<file path="src/rtl/fetch_unit.sv">
// fetch_unit: single-port bus master between the core FSM and the W-bus.
// It takes one read or write request at a time from the core, runs the
// W-bus transaction and returns read data with a one-cycle ack pulse.
// Bus-side progress happens only on clk edges where the W_CLK phase enable is high.
//
// Optional feature macro: FETCH_TIMEOUT_EN. When it is defined, a transaction
// with no W_ACK ends after TIMEOUT W_CLK-qualified wait edges. A read that ends
// this way returns ERR_DATA.
//
// Ports:
//   clk          in   system clock, all logic on posedge
//   W_RST        in   asynchronous active-high reset
//   enable       in   core request (level-sensitive)
//   write_enable in   1 = write, 0 = read
//   addr         in   [31:0] core word address
//   data_i       in   [31:0] write data
//   thread       in   [1:0] thread id, adds (thread << THREAD_SHIFT) to addr
//   data_o       out  [31:0] read data, held until the next read completes
//   ack          out  one-cycle completion pulse
//   W_CLK        in   bus phase enable
//   W_ACK        in   bus slave acknowledge
//   W_DATA_I     in   [31:0] bus read data
//   W_DATA_O     out  [31:0] bus write data
//   W_ADDR       out  [31:0] bus address
//   W_WRITE      out  bus write qualifier
//   W_STB        out  bus strobe, high for the whole transaction
//   state_o      out  [1:0] debug view of the FSM state (0 idle, 1 wait, 2 done)
//
// Core handshake: enable is a level request. It is captured in IDLE on any clk edge.
// Completion is signalled by a single ack cycle. The following DONE cycle ignores
// enable so the core has time to drop it.
module fetch_unit #(
`ifdef FETCH_TIMEOUT_EN
  parameter int          TIMEOUT  = 255,
  parameter logic [31:0] ERR_DATA = 32'hDEADBEEF,
`endif
  parameter int          THREAD_SHIFT = 24
) (
  input  logic        clk,
  input  logic        W_RST,
  input  logic        enable,
  input  logic        write_enable,
  input  logic [31:0] addr,
  input  logic [31:0] data_i,
  input  logic [1:0]  thread,
  output logic [31:0] data_o,
  output logic        ack,
  input  logic        W_CLK,
  input  logic        W_ACK,
  input  logic [31:0] W_DATA_I,
  output logic [31:0] W_DATA_O,
  output logic [31:0] W_ADDR,
  output logic        W_WRITE,
  output logic        W_STB,
  output logic [1:0]  state_o
);

  typedef enum logic [1:0] {
    S_IDLE = 2'd0,
    S_WAIT = 2'd1,
    S_DONE = 2'd2
  } state_t;

  state_t      state_q;
  logic [31:0] addr_d;

  // Per-thread offset; the 32-bit sum wraps naturally.
  assign addr_d  = addr + ({30'd0, thread} << THREAD_SHIFT);
  assign state_o = state_q;

`ifdef FETCH_TIMEOUT_EN
  localparam int CW = (TIMEOUT < 2) ? 1 : $clog2(TIMEOUT + 1);
  logic [CW-1:0] cnt_q;
  logic          tmo_hit;
  // The counter holds the number of earlier qualified edges without W_ACK.
  // The edge that would bring it to TIMEOUT ends the transaction.
  assign tmo_hit = (cnt_q == CW'(TIMEOUT - 1));
`endif

  always_ff @(posedge clk or posedge W_RST) begin
    if (W_RST) begin
      state_q  <= S_IDLE;
      data_o   <= 32'd0;
      ack      <= 1'b0;
      W_DATA_O <= 32'd0;
      W_ADDR   <= 32'd0;
      W_WRITE  <= 1'b0;
      W_STB    <= 1'b0;
`ifdef FETCH_TIMEOUT_EN
      cnt_q    <= '0;
`endif
    end else begin
      ack <= 1'b0;
      case (state_q)
        S_IDLE: begin
          // Request capture does not depend on W_CLK.
          if (enable) begin
            W_WRITE  <= write_enable;
            W_DATA_O <= data_i;
            W_ADDR   <= addr_d;
            W_STB    <= 1'b1;
            state_q  <= S_WAIT;
`ifdef FETCH_TIMEOUT_EN
            cnt_q    <= '0;
`endif
          end
        end
        S_WAIT: begin
          if (W_CLK) begin
            // If W_ACK and the timeout fall on the same edge, W_ACK wins.
            if (W_ACK) begin
              if (!W_WRITE) data_o <= W_DATA_I;
              ack     <= 1'b1;
              W_STB   <= 1'b0;
              W_WRITE <= 1'b0;
              state_q <= S_DONE;
            end
`ifdef FETCH_TIMEOUT_EN
            else if (tmo_hit) begin
              if (!W_WRITE) data_o <= ERR_DATA;
              ack     <= 1'b1;
              W_STB   <= 1'b0;
              W_WRITE <= 1'b0;
              state_q <= S_DONE;
            end else begin
              cnt_q <= cnt_q + CW'(1);
            end
`endif
          end
        end
        S_DONE: begin
          state_q <= S_IDLE;
        end
        default: begin
          state_q <= S_IDLE;
        end
      endcase
    end
  end

endmodule

</file>
<file path="config.mk">
export PLATFORM = sky130hd
export DESIGN_NAME = fetch_unit
export DESIGN_NICKNAME = d
export VERILOG_FILES = /design/src/rtl/fetch_unit.sv
export SDC_FILE = /design/constraint.sdc
export NUM_CORES = 1
export LEC_CHECK = 0
export ABC_AREA = 1
export CAP_MARGIN = 20
export CORE_MARGIN = 1.5
export CORE_UTILIZATION = 43
export CTS_CLUSTER_DIAMETER = 120
export DETAILED_ROUTE_END_ITERATION = 10
export GPL_ROUTABILITY_DRIVEN = 1
export PLACE_DENSITY = 0.9
export SLEW_MARGIN = 30
export SYNTH_ARGS = -nofsm -noshare
export SYNTH_HDL_FRONTEND = slang
export SYNTH_SLANG_ARGS = --single-unit
</file>
<file path="constraint.sdc">
create_clock -name clk -period 8.5 [get_ports clk]
set_input_delay 2.125 -clock clk [delete_from_list [all_inputs] [get_ports clk]]
set_output_delay 2.125 -clock clk [all_outputs]
set_load 0.01 [all_outputs]
</file>
==> flow_summary.ini <==
[outcome]
outcome = completed

[pwr]
power_density_nw_per_um2 = 331
leakagePower_uw = 0.00309
ir_drop_v = 0.000169

[layout]
drive_gt1_frac = 0.0363
final_util = 0.690
antenna_cells = 0
area_growth_syn_to_layout_pct = 55.0
fin_nets = 764

[clocking]
clock_path_buffers = 2
htreeDepth = 3
cts_tree = done
cts_root_buffer = clkbuf_8
clock-sinks = 101
clk_latency_ns = 0.36
postCtsSetupBuffers = 0
post_cts_resized = 0
clkTransAtPathRegs_ns = 0.10
hold_buffers = 0
cts_buffers = 9

[sta]
max_slew_margin = 0.473
rsz0062_at_grt = no
maxSlewViolCount = 0
fin_crit_ns = 3.74
final_hold_viol_count = 0
tns_ns = 0
tightest_slew_ns = 0.791
setup_ws_ns = 4.76
setup_violations = 0
timing.fmax_ghz = 0.267
min_period_over_period = 0.440
skew_ns = 0.0115

[logic_synthesis]
ys_warn_count = 0
synth_seq_cells = 101
postSynthNetCount = 567
syn-cell-area_um2 = 4110
synth_area_leaders = dfrtp_1 61%, nand2_1 24%, o21ai_0 4.1%
synth_cells = 460
avgSynthCellArea_um2 = 8.94
synth_area_leader_cell = dfrtp_1
ys_types = 22
post-synth-top-count-cell = nand2_1
ys_top_cells_by_count = 263 x nand2_1, 101 x dfrtp_1, 34 x o21ai_0
yosysTopAreaCellShare = 0.615
yosysSeqAreaShare = 0.615
synth_edf_count = 0
postSynth.asyncResetShare = 1.00
synth_flop_cell = dfrtp_1

[floorplanning]
rows = 35
design.die.area_um2 = 10200
coreArea_um2 = 9240
dieWidth_um = 101
die_h_um = 101
ioPinCount = 205
start_util = 0.445

[routing]
drc = 0
ant_nets = 0
routed_wl_mm = 11.2
routedWlPerCell_um = 14.1
vias_per_cell = 4.70
dr.first_iter.drc_count = 152
vias = 3719
firstDrtPassIters = 5

[global_route]
grt_overflow = 0
grt_pass1_vias = 3742
antenna_found_initial = 0
grt_first_pass_wirelength_mm = 17.5
grt_use_total = 0.223
grt_max_degree = 65

[min_path]
min_path_cells = 2
worstHoldPathType = reg2reg

[critical_path]
startpoint_type = register
setup.worst_path.end_class = output pin
reg2regPathDepth = 4
critPathArrivalTime_ns = 1.62
worstPathRequired_ns = 6.38
crit_fanout = 35
path_class = reg2out

[place]
hpwl_mm = 8.10
routabilityCongestion = 0.754
pre_cts_ws_ns = 4.58
io_buffers = 204

[job]
cap_violations = 0
[registers in the layout (all words and copies together), names as in the netlist]
signal    cells
W_STB         1
W_DATA_O     32
state_o       2
ack           1
data_o       32
W_ADDR       32
W_WRITE       1
[per-stage QoR]
stage	instances	total power [uW]	hold slack, ns	instance area [um^2]
finish	791	2110	0.479	6370
detailed placement	775	1820	0.463	6180
global placement	775	1780	0.456	6180
global route	791	2250	0.508	6370
CTS	791	2130	0.485	6370
floorplan	460	1240	0.509	4110
[cells by family (layout without fill, tap and decap cells)]
group	count (synthesis)	in the layout	share of synthesized area
compound gates	36	36	0.0447
buf+inv	36	238	0.0532
fa+ha+maj	3	3	0.0110
flops	101	101	0.615
simple gates	284	284	0.277
[worst max-delay path, stage by stage (launching register included)]
cell             delay (ns)
dfrtp_1                0.34
buf_4                  0.32
clkdlybuf4s50_1        0.60
[final cells by class]
cell class | instances | area (um^2)
Inverter | 14 | 55.1
Sequential cell | 101 | 2530
Tap cell | 129 | 161
Clock inverter | 4 | 47.5
Multi-Input combinational cell | 323 | 1370
Clock buffer | 12 | 145
Fill cell | 738 | 2870
Timing Repair Buffer | 208 | 2070
[cells in the final DEF (no fill, tap or decap)]
cell type / n
clkinvlp_4: 1
o21ai_0: 34
nand2_1: 263
clkbuf_8: 10
fa_1: 1
buf_4: 4
bufinv_16: 1
o31ai_1: 1
inv_2: 1
dfrtp_1: 101
ha_1: 2
clkinv_2: 2
nand3b_1: 2
a31oi_1: 1
clkbuf_1: 2
inv_1: 12
nand4_1: 1
inv_4: 1
nand3_1: 9
nor2_8: 1
nor2_4: 1
nor2_1: 5
nor3_4: 1
clkdlybuf4s50_1: 204
nand3_4: 1
[worst paths after layout]
check | start | to | slack [ns]
setup / recovery | W_WRITE | W_WRITE | 4.76
hold / removal | W_STB | W_STB | 0.48
setup reg to reg | state_o[1] | W_ADDR[25] | 6.67
hold reg to reg | W_STB | W_STB | 0.48
max in group asynchronous | W_RST | data_o[18] | 5.15
min in group asynchronous | W_RST | W_ADDR[2] | 2.17
[metal layers]
metal | share of wire | up-vias | track usage
li1 | - | 1807 | -
met1 | 0.40 | 1737 | 0.268
met2 | 0.50 | 142 | 0.380
met3 | 0.063 | 33 | 0.0423
met4 | 0.038 | 0 | 0.120
met5 | 0 | - | 0
[power breakdown]
part	internal (uW)	switching, uW
clock	144	158
sequential	703	127
combinational	523	453
No activity file was read; power rests on OpenSTA's default activity.
